$ cat src/rtl/nbit_arith_pkg.sv
//------------------------------------------------------------------------------
// nbit_arith_pkg
// Shared types for the serial add/subtract block: the operation select
// encoding and the control FSM state encoding.
//------------------------------------------------------------------------------
package nbit_arith_pkg;

    // opcode[1] selects the X source (0: a_in, 1: accumulator),
    // opcode[0] selects subtract (Y inverted, carry-in of 1).
    typedef enum logic [1:0] {
        OP_ADD     = 2'b00,
        OP_SUB     = 2'b01,
        OP_ACC_ADD = 2'b10,
        OP_ACC_SUB = 2'b11
    } opcode_e;

    typedef enum logic [1:0] {
        IDLE = 2'd0,
        CALC = 2'd1,
        DONE = 2'd2
    } state_e;

endpackage

$ cat src/rtl/nbit_add_sub_slice.sv
//------------------------------------------------------------------------------
// nbit_add_sub_slice
// One CHUNK-bit ripple add with carry-in and carry-out. The serial top reuses
// a single instance for every slice of the operands.
//
// Ports:
//   i_a, i_b  CHUNK-bit addends
//   i_cin     carry into bit 0
//   o_sum     CHUNK-bit sum
//   o_cout    carry out of the slice MSB
//------------------------------------------------------------------------------
module nbit_add_sub_slice #(
    parameter int CHUNK = 4
) (
    input  logic [CHUNK-1:0] i_a,
    input  logic [CHUNK-1:0] i_b,
    input  logic             i_cin,
    output logic [CHUNK-1:0] o_sum,
    output logic             o_cout
);

    assign {o_cout, o_sum} = {1'b0, i_a} + {1'b0, i_b} + {{CHUNK{1'b0}}, i_cin};

endmodule

$ cat src/rtl/nbit_add_sub_serial.sv
//------------------------------------------------------------------------------
// nbit_add_sub_serial
// Serial N-bit adder/subtractor with accumulator. An accepted operation is
// processed CHUNK bits per cycle, LSB slice first, through one shared slice
// adder; the result is presented with a valid/ready handshake.
//
// Ports:
//   clk, rst_n            clock, asynchronous active-low reset
//   a_in, b_in            N-bit operands
//   opcode                00 a+b, 01 a-b, 10 acc+b, 11 acc-b
//   in_valid / in_ready   operation handshake (ready only in IDLE)
//   acc_clr_in            synchronous accumulator clear (wins over writeback)
//   sum_or_diff_out       N-bit result
//   carry_or_borrow_out   final carry (for subtract: 1 = no borrow)
//   overflow_out          two's-complement signed overflow
//   out_valid / out_ready result handshake (valid only in DONE)
//
// Build option: define NBIT_ADD_SUB_SAT_EN to clamp an overflowing result to
// signed max/min (sign taken from X); otherwise the result wraps modulo 2^N.
//------------------------------------------------------------------------------
module nbit_add_sub_serial
    import nbit_arith_pkg::*;
#(
    parameter int N     = 8,
    parameter int CHUNK = 4
) (
    input  logic         clk,
    input  logic         rst_n,
    input  logic [N-1:0] a_in,
    input  logic [N-1:0] b_in,
    input  logic [1:0]   opcode,
    input  logic         in_valid,
    output logic         in_ready,
    input  logic         acc_clr_in,
    output logic [N-1:0] sum_or_diff_out,
    output logic         carry_or_borrow_out,
    output logic         overflow_out,
    output logic         out_valid,
    input  logic         out_ready
);

    localparam int NSLICE = N / CHUNK;
    localparam int CW     = (NSLICE > 1) ? $clog2(NSLICE) : 1;

    if ((N % CHUNK) != 0) begin : g_bad_chunk
        $error("nbit_add_sub_serial: N (%0d) must be a multiple of CHUNK (%0d)", N, CHUNK);
    end

    state_e          r_state;
    logic [N-1:0]    r_x;
    logic [N-1:0]    r_y;
    logic [N-1:0]    r_res;
    logic [N-1:0]    r_acc;
    logic            r_carry;
    logic            r_ovf;
    logic            r_is_acc;
    logic [CW-1:0]   r_cnt;

    int              w_lsb;
    logic [CHUNK-1:0] w_sum;
    logic            w_cout;
    logic [N-1:0]    w_res_full;
    logic [N-1:0]    w_res_final;
    logic            w_ovf;
    logic            w_last;

    assign w_last = (r_cnt == CW'(NSLICE - 1));

    nbit_add_sub_slice #(.CHUNK(CHUNK)) u_slice (
        .i_a    (r_x[w_lsb +: CHUNK]),
        .i_b    (r_y[w_lsb +: CHUNK]),
        .i_cin  (r_carry),
        .o_sum  (w_sum),
        .o_cout (w_cout)
    );

    // Result with the current slice merged in; on the last slice this is the
    // complete N-bit result, from which overflow and saturation are derived.
    always_comb begin
        // NOTE: every always_comb output gets a value on every path first,
        // otherwise synthesis infers a latch to hold the old value.
        w_lsb       = CHUNK * int'(r_cnt);
        w_res_full  = r_res;
        w_res_full[w_lsb +: CHUNK] = w_sum;
        w_ovf       = (r_x[N-1] == r_y[N-1]) && (w_res_full[N-1] != r_x[N-1]);
`ifdef NBIT_ADD_SUB_SAT_EN
        if (w_ovf) begin
            w_res_final = r_x[N-1] ? {1'b1, {(N-1){1'b0}}} : {1'b0, {(N-1){1'b1}}};
        end else begin
            w_res_final = w_res_full;
        end
`else
        w_res_final = w_res_full;
`endif
    end

    always_ff @(posedge clk or negedge rst_n) begin
        // NOTE: state uses non-blocking assignments so every register samples
        // pre-edge values regardless of statement order.
        if (!rst_n) begin
            r_state  <= IDLE;
            r_x      <= '0;
            r_y      <= '0;
            r_res    <= '0;
            r_carry  <= 1'b0;
            r_ovf    <= 1'b0;
            r_is_acc <= 1'b0;
            r_cnt    <= '0;
        end else begin
            case (r_state)
                IDLE: begin
                    if (in_valid) begin
                        r_x      <= opcode[1] ? r_acc : a_in;
                        r_y      <= opcode[0] ? ~b_in : b_in;
                        r_carry  <= opcode[0];
                        r_is_acc <= opcode[1];
                        r_cnt    <= '0;
                        r_state  <= CALC;
                    end
                end
                CALC: begin
                    r_carry <= w_cout;
                    r_cnt   <= r_cnt + CW'(1);
                    if (w_last) begin
                        r_res   <= w_res_final;
                        r_ovf   <= w_ovf;
                        r_state <= DONE;
                    end else begin
                        r_res   <= w_res_full;
                    end
                end
                DONE: begin
                    if (out_ready) begin
                        r_state <= IDLE;
                    end
                end
                default: r_state <= IDLE;
            endcase
        end
    end

    // Accumulator: clear has priority over the writeback on DONE entry.
    always_ff @(posedge clk or negedge rst_n) begin
        // NOTE: the accumulator is architectural state and is reset; a plain
        // data array with no defined reset value would be left unreset.
        if (!rst_n) begin
            r_acc <= '0;
        end else if (acc_clr_in) begin
            r_acc <= '0;
        end else if ((r_state == CALC) && w_last && r_is_acc) begin
            r_acc <= w_res_final;
        end
    end

    assign in_ready            = (r_state == IDLE);
    assign out_valid           = (r_state == DONE);
    assign sum_or_diff_out     = r_res;
    assign carry_or_borrow_out = r_carry;
    assign overflow_out        = r_ovf;

endmodule

$ cat config.mk
export PLATFORM = sky130hd
export DESIGN_NAME = nbit_add_sub_serial
export DESIGN_NICKNAME = d
export VERILOG_FILES = /design/src/rtl/nbit_arith_pkg.sv /design/src/rtl/nbit_add_sub_slice.sv /design/src/rtl/nbit_add_sub_serial.sv
export SDC_FILE = /design/constraint.sdc
export NUM_CORES = 1
export LEC_CHECK = 0
export CAP_MARGIN = 20
export CELL_PAD_IN_SITES_DETAIL_PLACEMENT = 0
export CELL_PAD_IN_SITES_GLOBAL_PLACEMENT = 1
export CORE_MARGIN = 1
export CORE_UTILIZATION = 39
export CTS_CLUSTER_SIZE = 24
export DETAILED_ROUTE_END_ITERATION = 10
export PLACE_DENSITY_LB_ADDON = 0.1
export SLEW_MARGIN = 20
export SYNTH_ARGS = -nofsm -noshare
export SYNTH_HDL_FRONTEND = slang
export SYNTH_SLANG_ARGS = --single-unit
$ cat constraint.sdc
create_clock -name clk -period 2.7 [get_ports clk]
set_input_delay 0.27 -clock clk [delete_from_list [all_inputs] [get_ports clk]]
set_output_delay 0.27 -clock clk [all_outputs]
set_load 0.005 [all_outputs]
## After elaboration in Yosys (flattened, before gate mapping)

Index checks and enable logic that the tools add are counted.

| word-level totals | value |
|---|---|
| register bits | 38 |
| bits of input ports | 23 |
| output and inout bits | 12 |
| logic and storage cells | 48 |

| operators by class | value |
|---|---|
| add/sub/neg operators | 4 |
| eq/ne operators | 7 |
| shift operators | 4 |
| mux-type cells | 13 |
| bitwise logic cells | 1 |
| reduce and logical (&&, ||, !) cells | 10 |

Operators with widths:

| cell | count |
|---|---|
| $neg A3 Y33 | 1 |
| $shift A4 B33 Y8 const A | 1 |
| $shiftx A4 B33 Y8 | 1 |
| $mux W8 | 4 |
| $shiftx A8 B4 Y4 | 2 |
| $bwmux W8 | 1 |
| $not A8 Y8 | 1 |
| $mux W2 | 3 |
| $pmux W2 S3 | 1 |
| $reduce_and A2 Y1 | 3 |
| $add A4 B4 Y5 | 1 |
| $add A5 B1 Y5 | 1 |
| $ne A2 B2 Y1 const B | 2 |
| $pmux W1 S2 | 2 |
| $reduce_bool A2 Y1 | 2 |
| $logic_and A1 B1 Y1 | 3 |
| $reduce_and A3 Y1 | 1 |
| $eq A2 B1 Y1 const B | 1 |
| $eq A2 B2 Y1 const B | 1 |
| $logic_not A2 Y1 | 1 |
| $mux W1 | 2 |
| $ne A2 B1 Y1 const B | 1 |
| $add A1 B1 Y1 const B | 1 |
| $eq A1 B1 Y1 | 1 |
| $ne A1 B1 Y1 | 1 |

## Depth between registers and ports, before layout

Gate-level depths: netlist (run 1).

| depth | value |
|---|---|
| word-level depth | 7 |
| mapped depth | 8 |
| depth with buffers taken out | 7 |

## Cells and area by module

From an unflattened synthesis (run 1), not the netlist that was laid out.

| unflattened totals | value |
|---|---|
| cell total of the unflattened synthesis | 174 |
| area, all modules | 1960.6 µm² |

By module, submodules not included:

| module | instances | cells each | area each (µm²) | sequential area each (µm²) |
|---|---|---|---|---|
| nbit_add_sub_serial | 1 | 158 | 1816.7 | 950.9 |
| nbit_add_sub_slice | 1 | 16 | 143.9 | 0.0 |

## Worst setup path after synthesis (run 1)

OpenSTA, ideal clock, no wires.

| timing | value |
|---|---|
| path kind | reg-to-reg |
| start point | register r_cnt |
| end point | register r_carry (netlist: carry_or_borrow_out) |
| setup time | 129 ps |
| arrival time | 2326 ps |
| data required time | 2571 ps |
| setup slack | 245 ps |
| stages on the path, launching flop included | 9 |
| path buffers | 1 |
| period minus slack after synthesis | 2455 ps |
| path through | dfrtp_1 > clkbuf_1 > mux2_2 > fa_1 > fa_1 > a21oi_1 > nor2_1 > o32ai_1 > a21oi_1 |

| on the way | value |
|---|---|
| cells in the longest elaborated chain, start to end | 4 |
| elaborated cells between the ends (all ways) | 5 |
| classes of those cells | add/sub (2); shift (2); mux (1) |

RTL lines:

| what | line | RTL |
|---|---|---|
| start: declaration | nbit_add_sub_serial.sv:57 | `logic [CW-1:0] r_cnt;` |
| start signal: assignment | nbit_add_sub_serial.sv:123 | `r_cnt <= r_cnt + CW'(1);` |
| $shiftx A8 B4 Y4 (on tied branches) | nbit_add_sub_serial.sv:70, nbit_add_sub_serial.sv:71 |  |
| $add A4 B4 Y5 * | nbit_add_sub_slice.sv:22 | `assign {o_cout, o_sum} = {1'b0, i_a} + {1'b0, i_b} + {{CHUNK{1'b0}}, i_cin};` |
| $add A5 B1 Y5 * | nbit_add_sub_slice.sv:22 |  |
| $pmux W1 S2 * | nbit_add_sub_serial.sv:110 | `case (r_state)` |
| end signal: assignment | nbit_add_sub_serial.sv:115 | `r_carry <= opcode[0];` |
| end signal: assignment | nbit_add_sub_serial.sv:122 | `r_carry <= w_cout;` |
| end: declaration | nbit_add_sub_serial.sv:54 | `logic r_carry;` |

Mark *: on every way between the ends. The rest lies on a longest branch, timed or not.
A chain may end at the register's enable or synchronous reset.

## Worst setup path after layout (run 1)

Ends and elaborated chain as after synthesis.

==> impl_metrics.json, run 1 <==
{
  "ys_types": 30,
  "totalWireLength_um": 4070,
  "ys_ff_latch": 38,
  "syn_area_per_cell_um2": 9.69,
  "path_class": "flop to flop",
  "cpMaxStageDelayCell": "dfrtp_2",
  "synth_top_area_share_pct": 50.8,
  "timing_worst_slew_pin_value_ps": 515,
  "yosys.area_share.xor_xnor_pct": 4.21,
  "n_antenna_cell": 0,
  "p_leak_nw": 1.01,
  "synth_compound_area_share_pct": 11.6,
  "postRouteAntennaNets": 0,
  "yosys_warnings": 0,
  "cts_tree": "yes",
  "via_per_inst": 5.15,
  "endpoint_kind": "flop",
  "reg2regPathDepth": 7,
  "overflow": 0,
  "antenna_found_initial": 0,
  "yosys.cell_count.top_type": "dfrtp_1",
  "grt_pass1_wl_um": 7020,
  "syn_area_um2": 1870,
  "tns_ps": 0,
  "wl_per_cell_um": 14.6,
  "synthTopCellsByCount": "dfrtp_1 (38), nand2_1 (32), a21oi_1 (27)",
  "r2r_setup_slack_ps": 280,
  "fin_util_pct": 52.3,
  "drtIter0Drc": 68,
  "start_util_pct": 41.8,
  "path_max_fanout": 13,
  "ir_drop_uv": 499,
  "startpoint": "r_cnt",
  "report.power.total_mw": 2.89,
  "slowest_delay_ps": 520,
  "clock-sinks": 38,
  "synthArstFlopShare_pct": 100,
  "cap_violations": 0,
  "drc": 2,
  "syn2layout_area_growth_pct": 25.1,
  "gp_congestion": 0.962,
  "synth_edf_count": 0,
  "syn_nets": 221,
  "critPathBufInv": 0,
  "crit_required_ps": 2860,
  "synth_mux_area_share_pct": 9.70,
  "clock_latency_ps": 290,
  "rows": 24,
  "synth.yosys.seq_area_share_pct": 50.8,
  "grt_pass1_vias": 1486,
  "synth_simple_gate_area_share_pct": 15.9,
  "drive_gt1_share_pct": 11.0,
  "io_pins": 35,
  "grtUsageTotal_pct": 18.3,
  "drt_pass1_iterations": 7,
  "fillers": 415,
  "vias": 1436,
  "dieArea_um2": 5080,
  "port_buffers": 34,
  "hold_path.class": "input port to async pin",
  "power_density_nw_per_um2": 1240,
  "cts_buffer_depth": 2,
  "r2r_start": "r_cnt",
  "synthTopCellsByArea": "dfrtp_1 (51%), a21oi_1 (7.2%), nand2_1 (6.4%), mux2_2 (5.4%), nor2_1 (4.8%)",
  "yosys.area.top_type": "dfrtp_1",
  "core_um2": 4470,
  "clock.fmax_mhz": 414,
  "status": "finished with violations",
  "hold_viol": 0,
  "crit_family": "adder cells",
  "synth_top_family_by_area": "simple AND/OR/NAND/NOR gates",
  "chipWidth_um": 71.3,
  "violations": "DRC",
  "hold_buffers": 0,
  "synthFlopType": "dfrtp_1",
  "htree_levels": 2,
  "die_y_um": 71.3,
  "fin_skew_ps": 3.64,
  "worst_setup_path_start_kind": "flop",
  "hpwl_um": 3100,
  "r2r_end": "carry_or_borrow_out",
  "arrival_ps": 2580,
  "path_cells": "mux2_2, fa_1, fa_1, a21oi_1, nor2_1, o32ai_1, a21oi_1",
  "synthAdderAreaFrac_pct": 4.15,
  "clock_tree.root_cell": "clkbuf_8",
  "setup_viol": 0,
  "finalWorstPathRequiredPeriod_ps": 2420,
  "max-slew-margin-rel_pct": 65.6,
  "final_nets": 254,
  "cts_buffers": 5,
  "clkSlewWorstSetupHoldPaths_ps": 70,
  "syn_inst": 193,
  "grt_max_degree": 39,
  "rsz0062_at_grt": "false",
  "drv_slew": 0,
  "min_period_over_period_pct": 89.5
}
==> flip-flops by register name, summed over array words and instances, names as in the netlist <==
signal and cells:
carry_or_borrow_out 1, overflow_out 1, r_acc 8, r_cnt 1, r_is_acc 1, r_state 2
r_x 8, r_y 8, sum_or_diff_out 8
==> final cells by class <==
cell class	count	area (µm²)	area share, %
inverter	3	11.3	0.481
clock buffer	6	82.6	3.53
sequential	38	952	40.7
timing repair buffer	37	363	15.5
clock inverter	2	12.5	0.535
multi-input combinational	141	853	36.5
tap	52	65.1	2.78
==> cells by family (layout without fill, tap and decap cells) <==
| group | Yosys count | in the layout |
|---|---|---|
| multiplexers | 17 | 17 |
| flip-flops | 38 | 38 |
| adder cells (fa/ha/maj) | 5 | 5 |
| AO/OA/AOI/OAI | 40 | 40 |
| XOR/XNOR | 9 | 9 |
| AND/OR/NAND/NOR | 70 | 70 |
| buffers and inverters | 14 | 48 |
==> worst reg2reg max path: cells and delay by family (launching register included) <==
kind | cells | cell delay, ps
DFF | 1 | 520
adders and majority gates | 2 | 890
AOI/OAI and AO/OA | 3 | 440
and+or+nand+nor | 1 | 50
muxes | 1 | 390
==> timing repair <==
item | 4_1_cts | 5_1_grt
endpoints found under the hold margin | 0 | 0
gates resized for setup | 0 | 1
buffers inserted | 0 | 0
setup endpoints to repair | 0 | 1
==> stage by stage <==
step | hold slack (ps) | cells | worst slack (ps) | instance area (µm²)
finish | 410 | 279 | 284 | 2340
global placement | 466 | 271 | 287 | 2240
detailed placement | 473 | 271 | 168 | 2240
global route | 459 | 279 | 79.1 | 2340
floorplan | -25.6 | 193 | 245 | 1870
CTS | 424 | 279 | 139 | 2340
==> cell usage in the layout (no fill, tap or decap), types with 2 or more instances in the layout <==
master | synthesis | layout
nand3_1 | 3 | 3
mux2_2 | 9 | 9
nand2_1 | 32 | 32
clkdlybuf4s50_1 | 0 | 34
xnor2_1 | 9 | 9
nand2b_1 | 2 | 2
dfrtp_1 | 38 | 37
buf_4 | 0 | 3
or2_2 | 2 | 2
a21oi_1 | 27 | 27
o21ai_0 | 7 | 7
nor2_1 | 24 | 24
fa_1 | 2 | 2
and2_1 | 2 | 2
inv_1 | 3 | 3
clkbuf_8 | 0 | 6
mux2i_1 | 8 | 8
ha_1 | 3 | 3
==> power by group <==
| part | switching (mW) | internal (mW) | total [mW] |
|---|---|---|---|
| Clock | 0.202 | 0.205 | 0.407 |
| Sequential | 0.201 | 0.818 | 1.02 |
| Combinational | 0.763 | 0.703 | 1.47 |
| Total | 1.17 | 1.73 | 2.89 |
==> worst max-delay path by stage <==
stage / end / cells past startpoint / slack, ps
6_report: carry_or_borrow_out / 7 / 280
5_1_grt: carry_or_borrow_out / 7 / 80
4_1_cts: carry_or_borrow_out / 7 / 140
3_5_place_dp: carry_or_borrow_out / 7 / 170
3_3_place_gp: carry_or_borrow_out / 7 / 290
2_1_floorplan: carry_or_borrow_out / 8 / 240
==> routing by layer <==
| layer | global-route usage, % | share of wire [%] |
|---|---|---|
| met1 | 24.0 | 46 |
| met2 | 29.9 | 48 |
| met3 | 4.22 | 4.4 |
| met4 | 6.44 | 1.7 |
| met5 | 0 | 0 |
(Power assumes the default switching activity.)
==> run 2: changes to the inputs <==
- CTS_BUF_LIST: default -> sky130_fd_sc_hd__clkbuf_16
==> impl_metrics.json, run 2 (synthesized netlist as in run 1, its figures left out) <==
{
  "r2r_end": "carry_or_borrow_out",
  "instances_no_fill": 279,
  "vias": 1455,
  "dieArea_um2": 5080,
  "rows": 24,
  "finalWorstPathRequiredPeriod_ps": 2400,
  "drc": 2,
  "hpwl_um": 3100,
  "ir_drop_uv": 500,
  "cts_buffers": 5,
  "wl_per_cell_um": 14.7,
  "via_per_inst": 5.22,
  "setup_ws_ps": 298,
  "rsz0062_at_grt": "false",
  "grt_max_degree": 39,
  "placed_cells": 271,
  "layout_common_cells": "dfrtp_1 (37), clkdlybuf4s50_1 (34), nand2_1 (32)",
  "drive_gt1_share_pct": 10.6,
  "htree_levels": 2,
  "max-slew-margin-rel_pct": 65.6,
  "p_leak_nw": 1.03,
  "antenna_found_initial": 0,
  "core_um2": 4470,
  "final_nets": 254,
  "r2r_start": "r_cnt",
  "setup_viol": 0,
  "mostFrequentLayoutCell": "dfrtp_1",
  "drt_pass1_iterations": 7,
  "cts_buffer_depth": 2,
  "min_period_over_period_pct": 89.0,
  "tns_ps": 0,
  "pre_cts_slack_ps": 168,
  "hold_path.class": "input port to async pin",
  "clock_tree.root_cell": "clkbuf_16",
  "cts_setup_buffers": 0,
  "cap_violations": 0,
  "grt_pass1_wl_um": 7130,
  "clock_latency_ps": 280,
  "path_class": "flop to flop",
  "arrival_ps": 2560,
  "crit_required_ps": 2860,
  "startpoint": "r_cnt",
  "power_density_nw_per_um2": 1280,
  "status": "finished with violations",
  "totalWireLength_um": 4110,
  "drv_slew": 0,
  "violations": "DRC",
  "cp-endpoint": "carry_or_borrow_out",
  "drtIter0Drc": 78,
  "cts_tree": "yes",
  "clock.fmax_mhz": 416,
  "worst_setup_path_start_kind": "flop",
  "port_buffers": 34,
  "grt_pass1_vias": 1488,
  "gp_congestion": 0.962,
  "chipWidth_um": 71.3,
  "start_util_pct": 41.8,
  "n_antenna_cell": 0,
  "overflow": 0,
  "io_pins": 35,
  "die_y_um": 71.3,
  "fin_skew_ps": 4.47,
  "syn2layout_area_growth_pct": 27.6,
  "reg2regPathDepth": 7,
  "grtUsageTotal_pct": 18.8,
  "endpoint_kind": "flop",
  "path_max_fanout": 13,
  "clkSlewWorstSetupHoldPaths_ps": 60,
  "hold_viol": 0,
  "timing_worst_slew_pin_value_ps": 515,
  "r2r_setup_slack_ps": 300,
  "postRouteAntennaNets": 0,
  "clock-sinks": 38
}
==> run 2: changes by cell type in the layout (fill, tap and decap cells not counted), sizes merged <==
cell,before,now
clkbuf,6,5
clkinv,1,2
==> run 2: timing repair <==
action | 4_1_cts | 5_1_grt
hold buffers | 0 | 0
endpoints found under the setup margin | 0 | 1
resized for setup | 0 | 1
==> run 2: cell type report <==
class	instances	area [µm²]
Fill cell	405	2090
Multi-Input combinational cell	141	853
Tap cell	52	65.1
Sequential cell	38	952
Timing Repair Buffer	37	363
Clock inverter	3	16.3
Inverter	3	11.3
Clock buffer	5	125
==> run 2: metrics by stage <==
step	hold WS (ps)	power [mW]	area, µm²	utilization, %
CTS	443	3.07	2380	53.3
detailed placement	473	2.50	2240	50.1
global placement	466	2.42	2240	50.1
finish	420	3.05	2390	53.3
floorplan	-25.6	1.98	1870	-
global route	473	3.31	2390	53.3
==> run 2: worst max-delay path: stages, from the launching register on <==
cell and delay [ps]:
dfrtp_2 510, mux2_2 390, fa_1 460, fa_1 430, a21oi_1 160, nor2_1 50
o32ai_1 210, a21oi_1 70
==> run 2: where the power goes <==
group          total [mW]  internal (mW)  switching (mW)
logic                1.47          0.703           0.765
registers            1.02          0.820           0.200
clock network       0.559          0.337           0.223
total                3.05           1.86            1.19
==> run 2: metal layers <==
metal  up-vias  part of all wire [%]  track usage (%)
li1        718                     -                -
met5         -                     0                0
met2        41                    49             30.4
met4         0                   1.7             8.00
met1       690                    45             24.2
met3         6                   4.4             4.64
==> run 2: how the worst min path moves through the flow <==
stage                            start                  end  depth (start not counted)
floorplan                        rst_n  carry_or_borrow_out                          0
global placement    sum_or_diff_out[4]   sum_or_diff_out[4]                          2
detailed placement  sum_or_diff_out[4]   sum_or_diff_out[4]                          2
CTS                              rst_n   sum_or_diff_out[7]                          2
global route                     rst_n   sum_or_diff_out[4]                          2
finish                           rst_n   sum_or_diff_out[5]                          2
==> run 3: changes to the inputs <==
- PLACE_DENSITY: default -> 0.85
- PLACE_DENSITY_LB_ADDON: 0.1 -> default
- SETUP_SLACK_MARGIN: default -> 0.05
==> impl_metrics.json, run 3 (synthesized netlist as in run 1, its figures left out) <==
{
  "status": "finished with violations",
  "violations": "DRC",
  "max-slew-margin-rel_pct": 43.6,
  "grt_pass1_wl_um": 6820,
  "fillers": 404,
  "hold_viol": 0,
  "place_area_um2": 2240,
  "die_y_um": 71.3,
  "min_period_over_period_pct": 88.9,
  "cts_resized": 0,
  "comb_power_share_pct": 45.9,
  "antenna_found_initial": 0,
  "p_sw_mw": 1.18,
  "syn2layout_area_growth_pct": 29.8,
  "hold_path.class": "input port to async pin",
  "totalWireLength_um": 4010,
  "power_density_nw_per_um2": 1330,
  "via_per_inst": 5.10,
  "finalWorstPathRequiredPeriod_ps": 2400,
  "seqPwrFrac_pct": 31.0,
  "n_antenna_cell": 0,
  "cap_violations": 0,
  "final_nets": 254,
  "fin_skew_ps": 2.75,
  "worst_setup_path_start_kind": "flop",
  "cpMaxStageDelayCell": "dfrtp_1",
  "tns_ps": 0,
  "setup_viol": 0,
  "clock_latency_ps": 280,
  "grtUsageTotal_pct": 17.7,
  "crit_required_ps": 2860,
  "critPathBufInv": 0,
  "crit_family": "adder cells",
  "mostFrequentLayoutCell": "dfrtp_1",
  "cts_buffer_depth": 2,
  "arrival_ps": 2560,
  "wl_per_cell_um": 14.4,
  "clock-sinks": 38,
  "path_cells": "mux2_2, fa_1, fa_1, a21oi_1, nor2_1, o32ai_1, a21oi_1",
  "rsz0062_at_grt": "false",
  "drt_pass1_iterations": 7,
  "clock_tree.root_cell": "clkbuf_16",
  "layout_common_cells": "dfrtp_1 (38), clkdlybuf4s50_1 (33), nand2_1 (32)",
  "vias": 1422,
  "clock.fmax_mhz": 417,
  "io_pins": 35,
  "endpoint_kind": "flop",
  "path_max_fanout": 6,
  "hpwl_um": 2890,
  "netSwitchingFraction_pct": 36.5,
  "drtIter0Drc": 85,
  "path_class": "flop to flop",
  "drc": 4,
  "chipWidth_um": 71.3,
  "grt_max_degree": 39,
  "rows": 24,
  "cts_buffers": 5,
  "drv_slew": 0,
  "dieArea_um2": 5080,
  "port_buffers": 34,
  "ir_drop_uv": 615,
  "gp_congestion": 0.905,
  "postRouteAntennaNets": 0,
  "hold_buffers": 0,
  "clock_power_share_pct": 23.0,
  "core_um2": 4470,
  "drive_gt1_share_pct": 10.6,
  "cts_setup_buffers": 0,
  "cts_tree": "yes",
  "power.internal_mw": 2.05,
  "stdcell_area_um2": 2430,
  "slowest_delay_ps": 470,
  "timing_worst_slew_pin_value_ps": 846,
  "htree_levels": 2,
  "clkSlewWorstSetupHoldPaths_ps": 60,
  "grt_pass1_vias": 1420,
  "p_leak_nw": 1.05,
  "start_util_pct": 41.8,
  "overflow": 0
}
==> run 3: cell types whose count changed in the layout (fill, tap and decap cells not counted), sizes merged <==
| cell | before | now |
|---|---|---|
| bufinv | 0 | 2 |
| buf | 3 | 4 |
| clkdlybuf4s50 | 34 | 33 |
| clkinv | 2 | 1 |
| clkinvlp | 1 | 0 |
==> run 3: path summary, 6_finish.rpt <==
check                           depth (start not counted)                   to  slack (ps)          startpoint
max in group asynchronous                               1             r_acc[6]        2070               rst_n
worst min-delay path                                    1               r_x[4]         100               rst_n
worst max-delay path                                    7  carry_or_borrow_out         300               r_cnt
worst min register to register                          2   sum_or_diff_out[4]         480  sum_or_diff_out[4]
min in group clk                                        2   sum_or_diff_out[4]         480  sum_or_diff_out[4]
worst max register to register                          7  carry_or_borrow_out         300               r_cnt
==> run 3: metrics by stage <==
| stage | power, mW | std cells | setup WS (ps) | util, % | hold slack (ps) |
|---|---|---|---|---|---|
| 5_1_grt | 3.47 | 279 | 224 | 54.3 | 174 |
| 3_3_place_gp | 2.45 | 271 | 427 | 50.0 | 426 |
| 2_1_floorplan | 1.98 | 193 | 245 | - | -25.6 |
| 4_1_cts | 3.25 | 279 | 321 | 54.3 | 130 |
| 3_5_place_dp | 2.48 | 271 | 355 | 50.0 | 423 |
| 6_report | 3.23 | 279 | 300 | 54.3 | 97.4 |
==> run 3: layout make-up <==
| cell class | instances | area (µm²) | area share, % |
|---|---|---|---|
| Inverter | 3 | 11.3 | 0.464 |
| Multi-Input combinational cell | 141 | 853 | 35.2 |
| Clock buffer | 5 | 125 | 5.15 |
| Sequential cell | 38 | 951 | 39.2 |
| Timing Repair Buffer | 37 | 358 | 14.7 |
| Tap cell | 52 | 65.1 | 2.68 |
| Clock inverter | 3 | 63.8 | 2.63 |
==> run 3: power groups by stage <==
| stage | clock, mW | combinational [mW] | sequential, mW |
|---|---|---|---|
| 6_report | 0.744 | 1.48 | 1.00 |
| 4_1_cts | 0.749 | 1.50 | 1.00 |
| 5_1_grt | 0.779 | 1.65 | 1.04 |
| 3_3_place_gp | 0 | 1.44 | 1.01 |
| 3_5_place_dp | 0 | 1.48 | 1.00 |
| 2_1_floorplan | 0 | 1.02 | 0.955 |
==> run 3: layer usage <==
metal / part of all wire, % / global-route usage [%] / vias up
li1: - / - / 711
met1: 48 / 24.8 / 673
met2: 45 / 27.2 / 33
met3: 4.6 / 4.36 / 5
met4: 1.6 / 6.00 / 0
met5: 0 / 0 / -
